$ cat src/rtl/cpu_dbg_pkg.sv
// Shared encodings for the CPU run/debug controller:
// FSM states, halt reasons and run modes.
package cpu_dbg_pkg;

  typedef enum logic [2:0] {
    S_IDLE  = 3'd0,
    S_RUN   = 3'd1,
    S_PAUSE = 3'd2,
    S_STEP  = 3'd3,
    S_DONE  = 3'd4
  } state_t;

  localparam logic [1:0] R_NONE  = 2'd0;
  localparam logic [1:0] R_HALT  = 2'd1;
  localparam logic [1:0] R_BP    = 2'd2;
  localparam logic [1:0] R_LIMIT = 2'd3;

  localparam logic [1:0] M_FREE = 2'd0;
  localparam logic [1:0] M_STEP = 2'd1;
  localparam logic [1:0] M_BP   = 2'd2;

endpackage

$ cat src/rtl/bp_match.sv
// Address breakpoint comparators with a re-arm latch so a
// resumed run does not immediately re-hit the same address.
module bp_match #(
  parameter int ADDR_W = 8,
  parameter int NUM_BP = 2
) (
  input  logic                     clk,
  input  logic                     rst,
  input  logic                     run,
  input  logic                     enable,
  input  logic                     latch,
  input  logic                     rearm,
  input  logic [NUM_BP*ADDR_W-1:0] bp_addr,
  input  logic [NUM_BP-1:0]        bp_en,
  input  logic [ADDR_W-1:0]        address,
  output logic                     hit
);

  logic              armed;
  logic              moved;
  logic [ADDR_W-1:0] last;
  logic [NUM_BP-1:0] match;

  always_comb begin
    match = '0;
    for (int i = 0; i < NUM_BP; i++) begin
      match[i] = bp_en[i] &&
        (address == bp_addr[i*ADDR_W +: ADDR_W]);
    end
    moved = (address != last);
    hit   = enable && (|match) && (armed || moved);
  end

  // Only executed cycles can re-arm; the address seen while
  // paused is not a sign that execution has moved on.
  always_ff @(posedge clk) begin
    if (rst) begin
      armed <= 1'b1;
      last  <= '0;
    end else if (latch) begin
      armed <= 1'b0;
      last  <= address;
    end else if (rearm) begin
      armed <= 1'b1;
    end else if (run && moved) begin
      armed <= 1'b1;
    end
  end

endmodule

$ cat src/rtl/cpu_run_controller.sv
// Run/debug controller: gates the computer with Run_En,
// stops on halt, breakpoint or cycle budget, traces each cycle.
module cpu_run_controller
  import cpu_dbg_pkg::*;
#(
  parameter int ADDR_W     = 8,
  parameter int IR_W       = 16,
  parameter int CNT_W      = 16,
  parameter int MAX_CYCLES = 150,
  parameter int OPC_LSB    = 12,
  parameter logic [IR_W-OPC_LSB-1:0] HALT_OPC = 4'hF,
  parameter int NUM_BP     = 2
) (
  input  logic                     Clock,
  input  logic                     Reset,
  input  logic                     Start,
  input  logic                     Step,
  input  logic [1:0]               Mode,
  input  logic [NUM_BP*ADDR_W-1:0] Bp_Addr,
  input  logic [NUM_BP-1:0]        Bp_En,
  input  logic [ADDR_W-1:0]        Address,
  input  logic [IR_W-1:0]          IROut,
  output logic                     Run_En,
  output logic [2:0]               State,
  output logic [CNT_W-1:0]         Cycle_Count,
  output logic                     Done,
  output logic [1:0]               Halt_Reason,
  output logic                     Trace_Valid,
  output logic [ADDR_W-1:0]        Trace_Addr,
  output logic [IR_W-1:0]          Trace_IR
);

  state_t           state, state_nxt;
  logic [CNT_W-1:0] cnt, cnt_nxt;
  logic [1:0]       reason, reason_nxt;
  logic [1:0]       run_mode;
  logic             fresh, pause_entry;
  logic             halt, limit, bp_hit;

  assign Run_En      = (state == S_RUN) || (state == S_STEP);
  assign State       = state;
  assign Done        = (state == S_DONE);
  assign Cycle_Count = cnt;
  assign Halt_Reason = reason;

  assign halt  = (IROut[IR_W-1:OPC_LSB] == HALT_OPC);
  assign limit = (cnt == CNT_W'(MAX_CYCLES - 1));

  bp_match #(
    .ADDR_W (ADDR_W),
    .NUM_BP (NUM_BP)
  ) u_bp (
    .clk     (Clock),
    .rst     (Reset),
    .run     (Run_En),
    .enable  (run_mode == M_BP),
    .latch   (pause_entry),
    .rearm   (fresh),
    .bp_addr (Bp_Addr),
    .bp_en   (Bp_En),
    .address (Address),
    .hit     (bp_hit)
  );

  always_comb begin
    state_nxt   = state;
    cnt_nxt     = cnt;
    reason_nxt  = reason;
    fresh       = 1'b0;
    pause_entry = 1'b0;
    unique case (state)
      S_IDLE, S_DONE: begin
        if (Start) begin
          fresh      = 1'b1;
          cnt_nxt    = '0;
          reason_nxt = R_NONE;
          if (Mode == M_STEP) begin
            state_nxt   = S_PAUSE;
            pause_entry = 1'b1;
          end else begin
            state_nxt = S_RUN;
          end
        end
      end
      S_RUN: begin
        cnt_nxt = cnt + CNT_W'(1);
        if (halt) begin
          state_nxt  = S_DONE;
          reason_nxt = R_HALT;
        end else if (bp_hit) begin
          state_nxt   = S_PAUSE;
          reason_nxt  = R_BP;
          pause_entry = 1'b1;
        end else if (limit) begin
          state_nxt  = S_DONE;
          reason_nxt = R_LIMIT;
        end
      end
      S_PAUSE: begin
        if (Start) begin
          state_nxt  = S_RUN;
          reason_nxt = R_NONE;
        end else if (Step) begin
          state_nxt = S_STEP;
        end
      end
      S_STEP: begin
        cnt_nxt = cnt + CNT_W'(1);
        if (halt) begin
          state_nxt  = S_DONE;
          reason_nxt = R_HALT;
        end else if (limit) begin
          state_nxt  = S_DONE;
          reason_nxt = R_LIMIT;
        end else begin
          state_nxt   = S_PAUSE;
          pause_entry = 1'b1;
        end
      end
      default: state_nxt = S_IDLE;
    endcase
  end

  always_ff @(posedge Clock) begin
    if (Reset) begin
      state       <= S_IDLE;
      cnt         <= '0;
      reason      <= R_NONE;
      run_mode    <= M_FREE;
      Trace_Valid <= 1'b0;
      Trace_Addr  <= '0;
      Trace_IR    <= '0;
    end else begin
      state       <= state_nxt;
      cnt         <= cnt_nxt;
      reason      <= reason_nxt;
      Trace_Valid <= Run_En;
      if (fresh) run_mode <= Mode;
      if (Run_En) begin
        Trace_Addr <= Address;
        Trace_IR   <= IROut;
      end
    end
  end

endmodule

$ cat config.mk
export PLATFORM = sky130hd
export DESIGN_NAME = cpu_run_controller
export DESIGN_NICKNAME = d
export VERILOG_FILES = /design/src/rtl/cpu_dbg_pkg.sv /design/src/rtl/bp_match.sv /design/src/rtl/cpu_run_controller.sv
export SDC_FILE = /design/constraint.sdc
export NUM_CORES = 1
export LEC_CHECK = 0
export CORE_ASPECT_RATIO = 1.4
export CORE_MARGIN = 4
export CORE_UTILIZATION = 45
export DETAILED_ROUTE_END_ITERATION = 8
export HOLD_SLACK_MARGIN = 0.02
export PLACE_DENSITY = 0.8
export SLEW_MARGIN = 20
export SYNTH_ARGS = -nofsm -noshare
export SYNTH_HDL_FRONTEND = slang
export SYNTH_SLANG_ARGS = --single-unit
export TNS_END_PERCENT = 30
$ cat constraint.sdc
create_clock -name Clock -period 2.8 [get_ports Clock]
set_input_delay 0.56 -clock Clock [delete_from_list [all_inputs] [get_ports Clock]]
set_output_delay 0.56 -clock Clock [all_outputs]
set_load 0.02 [all_outputs]
After elaboration in Yosys (flattened, before gate mapping)

Index checks and enable logic that the tools add are counted.

Register bits: 57
Output and inout port bits: 48
Logic and storage cells: 73
Bits of input ports: 48

Add/sub/neg operators: 1
Reduce and logical (&&, ||, !) cells: 18
Multiplexer cells: 30
Equality and inequality tests: 15

Operator list:

| operator                                                         | count |
|---|---|
| 16-bit one-hot mux with 2 select lines                           | 1 |
| 3-bit two-way mux                                                | 8 |
| 16-bit by 1-bit adder with 16-bit output, second input constant  | 1 |
| 16-bit by 8-bit == test with 1-bit output, second input constant | 1 |
| 8-bit == test                                                    | 2 |
| 16-bit two-way mux                                               | 1 |
| 2-bit two-way mux                                                | 6 |
| 3-bit one-hot mux with 4 select lines                            | 1 |
| 1-bit two-way mux                                                | 11 |
| 8-bit inequality test                                            | 1 |
| 3-bit by 2-bit == test with 1-bit output, second input constant  | 2 |
| 2-bit one-hot mux with 3 select lines                            | 1 |
| 3-bit nonzero test                                               | 2 |
| 2-bit OR reduction                                               | 3 |
| 1-bit logical AND                                                | 5 |
| 4-bit == test, second input constant                             | 1 |
| 4-bit inequality test, second input constant                     | 1 |
| 2-bit AND reduction                                              | 2 |
| 3-bit by 1-bit == test with 1-bit output, second input constant  | 1 |
| 3-bit == test, second input constant                             | 1 |
| 3-bit logical NOT                                                | 1 |
| 3-bit inequality test, second input constant                     | 1 |
| 1-bit one-hot mux with 3 select lines                            | 1 |
| 3-bit AND reduction                                              | 1 |
| other kinds (7)                                                  | 8 |

Depth between registers and ports, before layout

Depth after elaboration: 9
Gate-level depth with buffers: 9

By module

Synthesis repeated with hierarchy kept, for this count alone.

Cell total of the unflattened synthesis: 321
Area total of the unflattened synthesis: 2647.5 sq um

Modules (own cells, without submodules):

| module             | instances | cells an instance | area each (sq um) | seq. area each (sq um) |
|---|---|---|---|---|
| cpu_run_controller | 1         | 254               | 2049.5            | 960.9 |
| bp_match           | 1         | 67                | 598.1             | 180.2 |

Worst setup path after synthesis

No wires, ideal clock.

Path kind: register to output
Start point: register state[0], in the netlist State[0]
End point: output port Run_En
Data required time: 2.240 ns
Stages on the path, launching flop included: 6
Slack: 0.841 ns
Arrival: 1.399 ns
Path buffers: 3
Path through: dfxtp_1 -> buf_6 -> nand2b_1 -> inv_1 -> clkbuf_1 -> buf_2

Word-level cells in the longest chain between the ends: 2
Elaborated cells between the ends (all ways): 3
Those cells by class: eq/ne (2); reduce/logical (1)

RTL lines:

| item                                                                                                        | RTL line                  | RTL |
|---|---|---|
| from (decl)                                                                                                 | cpu_run_controller.sv:33  | `state_t state, state_nxt;` |
| from (signal assigned)                                                                                      | cpu_run_controller.sv:134 | `state <= state_nxt;` |
| 3-bit by 1-bit == test with 1-bit output / 3-bit by 2-bit == test with 1-bit output (equally long branches) | cpu_run_controller.sv:40  | `assign Run_En = (state == S_RUN) \|\| (state == S_STEP);` |
| 1-bit logical OR *                                                                                          | cpu_run_controller.sv:40  |  |
| to (decl)                                                                                                   | cpu_run_controller.sv:23  | `output logic Run_En,` |

Every way passes the cells marked *; elsewhere a longest branch is shown, timed or not.

Final worst setup path

Start point: input port Address[3]
End point: register u_bp.last[4]

Word-level cells in the longest chain between the ends: 8
Elaborated cells between the ends (all ways): 12
Those cells by class: eq/ne (3); mux (3); reduce/logical (6)

RTL lines:

| item                                    | RTL line                 | RTL |
|---|---|---|
| from (decl)                             | cpu_run_controller.sv:21 | `input logic [ADDR_W-1:0] Address,` |
| 8-bit == test                           | bp_match.sv:28           | `(address == bp_addr[i*ADDR_W +: ADDR_W]);` |
| 1-bit logical AND                       | bp_match.sv:27           | `match[i] = bp_en[i] &&` |
| 2-bit OR reduction                      | bp_match.sv:31           | `hit = enable && (\|match) && (armed \|\| moved);` |
| 1-bit logical AND                       | bp_match.sv:31           |  |
| 1-bit logical AND *                     | bp_match.sv:31           |  |
| 1-bit two-way mux *                     | cpu_run_controller.sv:90 | `end else if (bp_hit) begin` |
| 1-bit two-way mux *                     | cpu_run_controller.sv:87 | `if (halt) begin` |
| 1-bit one-hot mux with 3 select lines * | cpu_run_controller.sv:71 | `unique case (state)` |
| to (signal assigned)                    | bp_match.sv:42           | `last <= address;` |
| to (decl)                               | bp_match.sv:21           | `logic [ADDR_W-1:0] last;` |

Marked as above.
A chain may end at the register's enable or synchronous reset.

==> parameters.txt <==
Parameter                              Value

Final layout
  Net count reported at finish ... 471
  Fillers ... 525
  Share of layout cells above drive strength 1 ... 9.390%
  Synth-to-layout area growth ... 43.10%
  Antenna diodes ... 0

CTS
  Clock Tree Root ... sky130_fd_sc_hd__clkbuf_8
  Post-CTS repair timing setup buffer count ... 0
  Clock latency on the worst-skew pair ... 0.33 ns
  CTS tree ... yes
  H-tree level count ... 3
  PostCTS Resize Cnt ... 0
  Number of buffers inserted by hold repair at cts ... 0
  CTS Buffer Depth ... 2
  Number of buffers inserted during clock tree synthesis ... 9
  Clock slew at the register clock pins of the worst setup and hold paths ... 0.06 ns
  CTS sink cnt ... 57

Floorplan
  # rows ... 33
  Die X-Extent ... 74.48 um
  Starting Density ... 46.82%
  Floorplan Core Area ... 5946 sq um
  Vert. Die Dim ... 101.1 um
  Count of boundary I/O pins ... 96
  Die ar. ... 7527 sq um

Global routing
  Most crowded layer after global routing ... met2
  Total global routing track utilization ... 19.69%
  Met3 capacity usage during global routing ... 7.086%
  Via count of the first global-routing pass ... 2497
  Global-route wire length before repair ... 11.41 mm
  Number of antenna violations at the first check in global routing ... 0
  Met2 Track Usage GR ... 32.70%
  Maximum number of pins on one net before global-route repair ... 32
  Global routing usage on met1 ... 22.13%
  Grt ovf ... 0

Flow run
  Max-cap viol count ... 0

Power
  LEAKAGE ... 0.001467 uW
  Power per cell area ... 531.4 nW/um^2
  Total Power Consumption ... 2117 uW
  VDD IR-drop max ... 0.4460 mV

Drt
  Total detailed-routing wirelength ... 7.128 mm
  Drt drc ... 0
  Post-DR vias/cell ... 5.087
  Post-detailed-route count of antenna-violating nets ... 0
  Vias post-DR ... 2523
  Number of search-and-repair iterations in the first detailed-routing pass ... 4
  Violation count after the first detailed-route iteration ... 108
  Routed len/inst ... 14.37 um

Timing
  Final setup violating endpoints ... 0
  Maximum achievable frequency ... 433.4 MHz
  Setup TNS after final layout ... 0 ns
  Rel. slew slack ... 74.89%
  Unrepaired setup endpoints after global routing ... false
  Transition time of the tightest slew-check pin ... 0.3737 ns
  Shortest clock period the worst path allows after layout ... 2.307 ns
  Hold Violations, Final ... 0
  Final Skew ... 0.008347 ns
  Final worst path period share ... 82.40%
  Post-Route Hold Slack ... 0.4527 ns
  Number of slew-limit violations in the final report ... 0

Place
  Port-buffer cells ... 95
  Placed wire-length estimate after detailed placement ... 5.315 mm
  Routability-driven placement congestion ratio ... 0.8249

Logic synthesis
  Sequential area share after synthesis ... 40.99%
  Top-count cell post-synth ... sky130_fd_sc_hd__nand2_1
  Total nets after synthesis ... 375
  Most used flip-flop cell after synthesis ... sky130_fd_sc_hd__dfxtp_1
  Register bit count reported by yosys ... 57
  Cell type with the highest aggregate area in the netlist ... sky130_fd_sc_hd__dfxtp_1
  Cells after Synth ... 325
  Netlist Area Pre-Place ... 2784 sq um
  Warning count from the yosys run ... 0
  Post-synthesis average cell area ... 8.566 sq um
  Portion of synthesized cell area occupied by the leading cell type ... 40.99%
  Number of synthesized flops with an enable pin ... 0
  Post-synth ARST share ... 0%
  Most frequent cells after synthesis ... sky130_fd_sc_hd__nand2_1, sky130_fd_sc_hd__dfxtp_1, sky130_fd_sc_hd__a21oi_1
  Synth cell types ... 49
  Area contributors post-synth ... sky130_fd_sc_hd__dfxtp_1, sky130_fd_sc_hd__nand2_1, sky130_fd_sc_hd__xnor2_1

Setup path
  Arr. time, crit path ... 2.57 ns
  Required time of the worst setup path ... 3.06 ns
  Biggest fanout along the worst timing path ... 9
  Critical path class ... in2reg
  Type of element capturing the critical path ... register
  Kind of start point of the critical path ... input port

Run status
  Result of the run ... complete, no violations

Min path
  Kind of path behind the tightest hold check ... reg2reg
## stage by stage
step                      setup slack [ns]  std cells  cell area (sq um)  utilization (%)
final                               0.4927        496               3984            67.00
after global routing                0.3789        496               3984            67.00
after CTS                           0.4786        496               3984            67.00
after detailed placement            0.1500        480               3787            63.70
after global placement              0.2452        480               3787            63.70
after floorplan                     0.8414        325               2784                -
## report_power, final
part           switching (uW)  total, uW  internal, uW  leakage (uW)
clock                     330        762           432     0.0000953
sequential               38.4        898           860      0.000464
combinational             235        457           223      0.000908
## area by class of cell
type / count / area [sq um] / share of cell area (%)
Timing Repair Buffer: 101 / 996.0 / 25.00
Tap cell: 70 / 87.58 / 2.198
Inverter: 3 / 11.26 / 0.2827
Clock inverter: 5 / 55.05 / 1.382
Multi-Input combinational cell: 249 / 1551 / 38.94
Sequential cell: 57 / 1141 / 28.64
Clock buffer: 11 / 141.4 / 3.549
## cells by family after synthesis
family	share of synthesized area, %
mux	3.596
xor+xnor	11.33
fa+ha+maj	0.8987
flops	40.99
simple gates	28.00
buf+inv	3.281
compound gates	11.91
## worst max-delay path, cell delays in order
cell and delay [ns]:
sky130_fd_sc_hd__clkdlybuf4s50_1 0.54, sky130_fd_sc_hd__xor2_1 0.21, sky130_fd_sc_hd__nor4_2 0.30, sky130_fd_sc_hd__nand2_1 0.14, sky130_fd_sc_hd__o221ai_2 0.24, sky130_fd_sc_hd__nor2b_2 0.18, sky130_fd_sc_hd__buf_4 0.20, sky130_fd_sc_hd__mux2i_1 0.20
## routing by layer
metal,vias up,wire (um)
met5,-,0
met4,0,134
met3,10,559
met2,85,3584
met1,1146,2849
li1,1282,-
## sequential cells by signal (all words and copies together), names as in the netlist
| signal | flops |
|---|---|
| Trace_Valid | 1 |
| Halt_Reason | 2 |
| run_mode | 2 |
| Trace_Addr | 8 |
| State | 3 |
| Trace_IR | 16 |
| Cycle_Count | 16 |
| u_bp.last | 8 |
| u_bp.armed | 1 |
## final timing paths
kind                                                  start                   endpoint  slack (ns)  cells after the start
worst min register to register    Trace_IR[12]$_SDFFE_PP0P_  Trace_IR[12]$_SDFFE_PP0P_        0.45                      2
worst max-delay path                             Address[3]  u_bp.last[4]$_SDFFE_PP0P_        0.49                      8
worst max register to register  Cycle_Count[0]$_SDFFE_PP0P_  u_bp.last[4]$_SDFFE_PP0P_        0.72                      8
worst min-delay path              Trace_IR[12]$_SDFFE_PP0P_  Trace_IR[12]$_SDFFE_PP0P_        0.45                      2
## placed cells by master (no fill, tap or decap), types with 2 or more instances in the layout
cell type / count
sky130_fd_sc_hd__clkdlybuf4s50_1: 95
sky130_fd_sc_hd__nand2_1: 60
sky130_fd_sc_hd__dfxtp_1: 57
sky130_fd_sc_hd__a21oi_1: 29
sky130_fd_sc_hd__nor2_1: 26
sky130_fd_sc_hd__xnor2_1: 22
sky130_fd_sc_hd__nand2b_1: 16
sky130_fd_sc_hd__xor2_1: 14
sky130_fd_sc_hd__mux2i_1: 10
sky130_fd_sc_hd__clkbuf_8: 10
sky130_fd_sc_hd__nand3_1: 7
sky130_fd_sc_hd__nand4_1: 6
sky130_fd_sc_hd__nor2_2: 6
sky130_fd_sc_hd__buf_4: 6
sky130_fd_sc_hd__nor3_1: 4
sky130_fd_sc_hd__nor2b_1: 4
sky130_fd_sc_hd__o21ai_0: 4
sky130_fd_sc_hd__inv_1: 3
sky130_fd_sc_hd__and3_1: 3
sky130_fd_sc_hd__a21o_1: 3
sky130_fd_sc_hd__nor4_2: 2
sky130_fd_sc_hd__nor4bb_1: 2
sky130_fd_sc_hd__a211oi_1: 2
sky130_fd_sc_hd__or3_1: 2
sky130_fd_sc_hd__or2b_1: 2
sky130_fd_sc_hd__o21ai_1: 2
sky130_fd_sc_hd__ha_1: 2
sky130_fd_sc_hd__clkinvlp_4: 2
sky130_fd_sc_hd__clkinv_2: 2
Note: power is estimated with default switching activity, not from simulation.
